**src/rtl/lsu_dmem_if.sv**
```systemverilog
// Request/response and data-memory port bundle for the load/store controller.
// Latency: none (signal bundle only).
// Backpressure: req_ready gates request acceptance; the memory side has none.
interface lsu_dmem_if #(
    parameter int DM_AW = 7
);
    // core memory-stage request
    logic              req_valid;
    logic              req_ready;
    logic              req_we;
    logic [1:0]        req_size;
    logic              req_signed;
    logic [31:0]       req_addr;
    logic [31:0]       req_wdata;
    // completion
    logic              rsp_valid;
    logic              rsp_err;
    logic [31:0]       rsp_rdata;
    // word-wide data memory
    logic              mem_read;
    logic              mem_write;
    logic [DM_AW-1:0]  mem_addr;
    logic [31:0]       mem_wdata;
    logic [31:0]       mem_rdata;

    // controller side
    modport slave (
        input  req_valid, req_we, req_size, req_signed, req_addr, req_wdata, mem_rdata,
        output req_ready, rsp_valid, rsp_err, rsp_rdata,
               mem_read, mem_write, mem_addr, mem_wdata
    );

    // core + memory side
    modport master (
        output req_valid, req_we, req_size, req_signed, req_addr, req_wdata, mem_rdata,
        input  req_ready, rsp_valid, rsp_err, rsp_rdata,
               mem_read, mem_write, mem_addr, mem_wdata
    );
endinterface

```
**src/rtl/lsu_dmem_ctrl.sv**
```systemverilog
// Load/store controller: byte/half/word requests onto a word-only data memory (RMW for sub-word stores).
// Latency: error 1, load 2, word store 2, sub-word store 3 cycles from accept to rsp_valid.
// Backpressure: req_ready only in IDLE; one request in flight, no queuing. Sub-word support: `LSU_SUBWORD_EN.
module lsu_dmem_ctrl #(
    parameter int DM_AW    = 7,
    parameter int DM_WORDS = 64
) (
    input  logic        clk,
    input  logic        rst,
    lsu_dmem_if.slave   bus
);
    typedef enum logic [1:0] {IDLE, RD, WR, RSP} state_e;

    state_e            state_q, state_d;
    logic              we_q;
    logic [DM_AW-1:0]  mem_addr_q;
    logic [31:0]       mem_wdata_q;
    logic              rsp_err_q;
    logic [31:0]       rsp_rdata_q;

    logic              accept;
    logic              req_err;
    logic [31:0]       load_ext;   // aligned/extended load result from mem_rdata
    logic [31:0]       store_mrg;  // read word with the store lane replaced

`ifdef LSU_SUBWORD_EN
    logic [1:0]        size_q;
    logic              signed_q;
    logic [1:0]        lane_q;
    logic [15:0]       wdata_q;
`endif

    assign accept = bus.req_valid && (state_q == IDLE);

    // request legality: illegal size, then misalignment, then out of range
    always_comb begin
        req_err = 1'b0;
`ifdef LSU_SUBWORD_EN
        if (bus.req_size == 2'b11)
            req_err = 1'b1;
        else if ((bus.req_size == 2'b01) && bus.req_addr[0])
            req_err = 1'b1;
        else if ((bus.req_size == 2'b10) && (bus.req_addr[1:0] != 2'b00))
            req_err = 1'b1;
`else
        if (bus.req_size != 2'b10)
            req_err = 1'b1;
        else if (bus.req_addr[1:0] != 2'b00)
            req_err = 1'b1;
`endif
        else if (bus.req_addr >= 32'(4 * DM_WORDS))
            req_err = 1'b1;
    end

`ifdef LSU_SUBWORD_EN
    // lane extraction with zero/sign extension, and lane merge for RMW stores
    always_comb begin
        logic [7:0]  b;
        logic [15:0] h;
        b         = bus.mem_rdata[{lane_q, 3'b000} +: 8];
        h         = bus.mem_rdata[{lane_q[1], 4'b0000} +: 16];
        load_ext  = bus.mem_rdata;
        store_mrg = bus.mem_rdata;
        case (size_q)
            2'b00: begin
                load_ext = signed_q ? {{24{b[7]}}, b} : {24'h0, b};
                store_mrg[{lane_q, 3'b000} +: 8] = wdata_q[7:0];
            end
            2'b01: begin
                load_ext = signed_q ? {{16{h[15]}}, h} : {16'h0, h};
                store_mrg[{lane_q[1], 4'b0000} +: 16] = wdata_q;
            end
            default: ;
        endcase
    end
`else
    logic unused_signed;
    assign unused_signed = bus.req_signed;

    // word-only build: loads pass straight through, no merge path
    always_comb begin
        load_ext  = bus.mem_rdata;
        store_mrg = bus.mem_rdata;
    end
`endif

    // state register; async reset drops mem_write at once so no write commits
    always_ff @(posedge clk or posedge rst) begin
        if (rst) state_q <= IDLE;
        else     state_q <= state_d;
    end

    // next state and state-decoded outputs
    always_comb begin
        state_d       = state_q;
        bus.req_ready = 1'b0;
        bus.mem_read  = 1'b0;
        bus.mem_write = 1'b0;
        bus.rsp_valid = 1'b0;
        case (state_q)
            IDLE: begin
                bus.req_ready = 1'b1;
                if (accept) begin
                    if (req_err)
                        state_d = RSP;
`ifdef LSU_SUBWORD_EN
                    else if (bus.req_we && (bus.req_size == 2'b10))
                        state_d = WR;
`else
                    else if (bus.req_we)
                        state_d = WR;
`endif
                    else
                        state_d = RD;
                end
            end
            RD: begin
                bus.mem_read = 1'b1;
                state_d      = we_q ? WR : RSP;
            end
            WR: begin
                bus.mem_write = 1'b1;
                state_d       = RSP;
            end
            RSP: begin
                bus.rsp_valid = 1'b1;
                state_d       = IDLE;
            end
            default: state_d = IDLE;
        endcase
    end

    // request capture, memory address/data and response registers
    always_ff @(posedge clk or posedge rst) begin
        if (rst) begin
            we_q        <= 1'b0;
            mem_addr_q  <= '0;
            mem_wdata_q <= '0;
            rsp_err_q   <= 1'b0;
            rsp_rdata_q <= '0;
`ifdef LSU_SUBWORD_EN
            size_q      <= 2'b00;
            signed_q    <= 1'b0;
            lane_q      <= 2'b00;
            wdata_q     <= '0;
`endif
        end else begin
            if (accept) begin
                we_q       <= bus.req_we;
                mem_addr_q <= bus.req_addr[DM_AW+1:2];
                rsp_err_q  <= req_err;
`ifdef LSU_SUBWORD_EN
                size_q     <= bus.req_size;
                signed_q   <= bus.req_signed;
                lane_q     <= bus.req_addr[1:0];
                wdata_q    <= bus.req_wdata[15:0];
`endif
                // word stores drive the data straight away; RMW overwrites it in RD
                if (!req_err && bus.req_we)
                    mem_wdata_q <= bus.req_wdata;
                if (req_err)
                    rsp_rdata_q <= '0;
            end
            if (state_q == RD) begin
                if (we_q) mem_wdata_q <= store_mrg;
                else      rsp_rdata_q <= load_ext;
            end
            if (state_q == WR)
                rsp_rdata_q <= '0;
        end
    end

    assign bus.mem_addr  = mem_addr_q;
    assign bus.mem_wdata = mem_wdata_q;
    assign bus.rsp_err   = rsp_err_q;
    assign bus.rsp_rdata = rsp_rdata_q;

endmodule

```
**src/flat_wrapper.sv**
```systemverilog
// flat-port wrapper written by rule: the top's interface ports become plain ports
module lsu_dmem_ctrl_flat 
#(
    parameter int DM_AW    = 7,
    parameter int DM_WORDS = 64
)
  (clk, rst, bus_req_valid, bus_req_we, bus_req_size, bus_req_signed, bus_req_addr, bus_req_wdata, bus_mem_rdata, bus_req_ready, bus_rsp_valid, bus_rsp_err, bus_rsp_rdata, bus_mem_read, bus_mem_write, bus_mem_addr, bus_mem_wdata);
  lsu_dmem_if #(.DM_AW(DM_AW)) bus_i ();
  input  logic clk;
  input  logic rst;
  input wire logic [$bits(bus_i.req_valid)-1:0] bus_req_valid;
  input wire logic [$bits(bus_i.req_we)-1:0] bus_req_we;
  input wire logic [$bits(bus_i.req_size)-1:0] bus_req_size;
  input wire logic [$bits(bus_i.req_signed)-1:0] bus_req_signed;
  input wire logic [$bits(bus_i.req_addr)-1:0] bus_req_addr;
  input wire logic [$bits(bus_i.req_wdata)-1:0] bus_req_wdata;
  input wire logic [$bits(bus_i.mem_rdata)-1:0] bus_mem_rdata;
  output wire logic [$bits(bus_i.req_ready)-1:0] bus_req_ready;
  output wire logic [$bits(bus_i.rsp_valid)-1:0] bus_rsp_valid;
  output wire logic [$bits(bus_i.rsp_err)-1:0] bus_rsp_err;
  output wire logic [$bits(bus_i.rsp_rdata)-1:0] bus_rsp_rdata;
  output wire logic [$bits(bus_i.mem_read)-1:0] bus_mem_read;
  output wire logic [$bits(bus_i.mem_write)-1:0] bus_mem_write;
  output wire logic [$bits(bus_i.mem_addr)-1:0] bus_mem_addr;
  output wire logic [$bits(bus_i.mem_wdata)-1:0] bus_mem_wdata;
  assign bus_i.req_valid = bus_req_valid;
  assign bus_i.req_we = bus_req_we;
  assign bus_i.req_size = bus_req_size;
  assign bus_i.req_signed = bus_req_signed;
  assign bus_i.req_addr = bus_req_addr;
  assign bus_i.req_wdata = bus_req_wdata;
  assign bus_i.mem_rdata = bus_mem_rdata;
  assign bus_req_ready = bus_i.req_ready;
  assign bus_rsp_valid = bus_i.rsp_valid;
  assign bus_rsp_err = bus_i.rsp_err;
  assign bus_rsp_rdata = bus_i.rsp_rdata;
  assign bus_mem_read = bus_i.mem_read;
  assign bus_mem_write = bus_i.mem_write;
  assign bus_mem_addr = bus_i.mem_addr;
  assign bus_mem_wdata = bus_i.mem_wdata;
  lsu_dmem_ctrl #(.DM_AW(DM_AW), .DM_WORDS(DM_WORDS)) u_core (.clk(clk), .rst(rst), .bus(bus_i));
endmodule
```
**config.mk**
```make
export PLATFORM = sky130hd
export DESIGN_NAME = lsu_dmem_ctrl_flat
export DESIGN_NICKNAME = d
export VERILOG_FILES = /design/src/rtl/lsu_dmem_if.sv /design/src/rtl/lsu_dmem_ctrl.sv /design/src/flat_wrapper.sv
export SDC_FILE = /design/constraint.sdc
export NUM_CORES = 1
export LEC_CHECK = 0
export ABC_CLOCK_PERIOD_IN_PS = 2000
export CAP_MARGIN = 15
export CORE_MARGIN = 2
export CORE_UTILIZATION = 37
export CTS_BUF_LIST = sky130_fd_sc_hd__clkbuf_8
export DETAILED_ROUTE_END_ITERATION = 8
export GPL_ROUTABILITY_DRIVEN = 0
export PLACE_DENSITY = 0.77
export SLEW_MARGIN = 20
export SYNTH_ARGS = -nofsm -noshare
export SYNTH_HDL_FRONTEND = slang
export SYNTH_SLANG_ARGS = --single-unit
```
**constraint.sdc**
```tcl
create_clock -name clk -period 2 [get_ports clk]
set_input_delay 0.2 -clock clk [delete_from_list [all_inputs] [get_ports clk]]
set_output_delay 0.2 -clock clk [all_outputs]
set_load 0.005 [all_outputs]
```
==> impl_metrics.toml <==
[cts]
cts_tree = "built"
h-tree-depth = 3
cts_sinks = 75
clk_path_buf_depth = 2
post-cts-setup-buffers = 0
root_buffer = "clkbuf_8"
cts_made_buffers = 9
postCtsHoldBufs = 0
clkTransAtPathRegs_ns = 0.08
insertion_delay_ns = 0.34

[pwr]
power.share.switching_pct = 32.5
peakVddDrop_mv = 0.564
p_sw_mw = 2.48
internal_power_mw = 5.16
pwr-share-seq_pct = 34.4
power_density_nw_per_um2 = 1340
p_leak_nw = 2.45
pwr-share-clk_pct = 16.6
power_frac_comb_pct = 49.0
finalPower_mw = 7.64

[sta]
timing.final.ws_setup_ns = 0.131
slew_violations = 0
clock-skew-final_ns = 0.0147
rsz0062_at_grt = "false"
slew-limit-headroom_pct = 75.4
fin_crit_ns = 1.87
fmax_mhz = 535
timing.final.setup_violations = 0
finalSetupTns_ns = 0
worst_pin_slew_ns = 0.369
hold_viol = 0
fin_crit_sh_pct = 93.5

[worst_setup_path]
rr_startpoint = "u_core.state_q[0]$_DFFE_PP0P_"
crit_path_start = "u_core.state_q[1]$_DFFE_PP0P_"
endpoint_kind = "output pin"
path_class = "reg -> out"
worstPathArrival_ns = 1.67
crit_required_ns = 1.80
cp_max_fo = 12
critPathLaunchType = "flip-flop"

[cells_and_area]
nets = 588
fill_cells = 792
mostFrequentLayoutCell = "clkdlybuf4s50_1"
syn2layout_area_growth_pct = 63.2
insertedDiodeCount = 0
fin_util_pct = 61.9
layout_common_cells = "clkdlybuf4s50_1 (177), dfrtp_1 (75), a21oi_1 (64), mux2i_1 (33)"
finalNonFillerCells = 597
layout-drive-gt1-share_pct = 10.3

[detailed_routing]
post_drt_via_cell_ratio = 5.32
ant_nets = 0
drt_iter0_markers = 105
drt-pass1-iter-count = 5
num_vias = 3174
detail_route.wl_per_cell_um = 17.4
drc_errors = 0
routed_wl_um = 10400

[floorplan]
start_util_pct = 38.0
core_area_sq_um = 9200
fp-row-count = 35
num_io_pins = 179
die_height_um = 101
die_area_sq_um = 10200
fp.dieW_um = 101

[grt]
antenna_found_initial = 0
grt_overflow = 0
grt_start_max_net_pins = 67
grt_usage_pct = 20.6
grt_pass1_wl_um = 16600
grt_pass1_vias = 3373

[place]
dp_slack_ns = -0.107
io_buffers = 177
place_inst = 580
dp_hpwl_um = 7470

[yosys]
syn_avg_cell_area_sq_um = 11.6
async_reset_ff_share_pct = 100
netlist_area_sq_um = 3490
synth.area.top_cells = "dfrtp_1 (54%), mux2i_1 (9.5%), a21oi_1 (9.2%)"
synthCells = 301
yosys.area.top_type = "dfrtp_1"
synth_nets = 408
synth_top_cell_area_share_pct = 53.8
ys_seq_area_share_pct = 53.8
yosysWarningCount = 0
ys_types = 25
synth_flop_cell = "dfrtp_1"
synth_edf_count = 0
synth_seq_cells = 75

[job]
maxCapViolCount = 0

[outcome]
status = "complete, no violations"

[worst_hold_path]
min_path_type = "in -> async"
==> state kept, by name (all words and copies together), names as in the netlist <==
register,count
u_core.bus.mem_wdata,32
u_core.bus.rsp_rdata,32
u_core.bus.mem_addr,7
u_core.state_q,2
u_core.bus.rsp_err,1
u_core.we_q,1
==> critical path, cell delays in order, from the launching register on <==
cell             delay [ns]
dfrtp_1                0.42
inv_2                  0.11
ha_4                   0.15
buf_8                  0.15
clkdlybuf4s50_1        0.51
==> Yosys cell counts (all sizes together), types with 2 or more instances <==
master,number
a21oi,64
a22o,32
and3,32
buf,6
clkbuf,16
dfrtp,75
ha,4
inv,3
mux2,7
mux2i,33
nand2,6
nand2b,2
nand3,2
nor2,2
nor4,6
o21ai,4
==> cells by family (layout without fill, tap and decap cells) <==
| family | Yosys count | after routing | share of synthesized area, % |
|---|---|---|---|
| mux | 40 | 40 | 11.7 |
| fa+ha+maj | 4 | 4 | 1.43 |
| compound gates | 103 | 103 | 18.8 |
| simple gates | 54 | 54 | 10.5 |
| buf+inv | 25 | 210 | 3.76 |
| flops | 75 | 75 | 53.8 |
==> power by group through the flow <==
stage	registers (mW)	logic, mW	clock network, mW
floorplan	2.66	1.45	0
global placement	2.61	3.56	0
detailed placement	2.64	3.66	0
CTS	2.63	3.79	1.31
global route	2.71	4.05	1.38
finish	2.63	3.74	1.27
==> path summary, 6_finish.rpt <==
path	slack (ns)	depth (start not counted)	endpoint
max	0.13	4	bus_mem_read
min	0.14	2	u_core.bus.rsp_rdata[7]$_DFF_PP0_
max reg2reg	0.22	6	u_core.bus.rsp_rdata[20]$_DFF_PP0_
min reg2reg	0.50	2	u_core.bus.rsp_err$_DFFE_PP0P_
max in group asynchronous	1.23	3	u_core.bus.mem_wdata[21]$_DFF_PP0_
min in group clk	0.48	2	u_core.bus.mem_addr[0]$_DFFE_PP0P_
==> metal layers <==
layer / track usage, % / vias up / routed length (um)
met5: 0 / - / 0
met4: 6.86 / 0 / 131
met3: 5.24 / 12 / 637
met2: 34.8 / 131 / 5240
met1: 25.8 / 1545 / 4390
li1: - / 1486 / -
==> stage by stage <==
stage,hold WS [ns],area [sq um]
6_report,0.144,5700
5_1_grt,0.162,5700
4_1_cts,0.137,5680
3_5_place_dp,0.481,5430
3_3_place_gp,0.470,5430
2_1_floorplan,0.340,3490
==> cell type report <==
class	instances	area, sq um	share of cell area [%]
Clock buffer	9	124	2.17
Sequential cell	75	1880	32.9
Multi-Input combinational cell	201	1500	26.4
Tap cell	111	139	2.44
Inverter	3	15.0	0.264
Timing Repair Buffer	191	1950	34.2
Clock inverter	7	92.6	1.63
==> timing repair <==
action / in CTS / in global routing
setup endpoints to repair: 1 / 1
gates cloned: 1 / 0
gates resized for setup: 3 / 3
(Power assumes the default switching activity.)
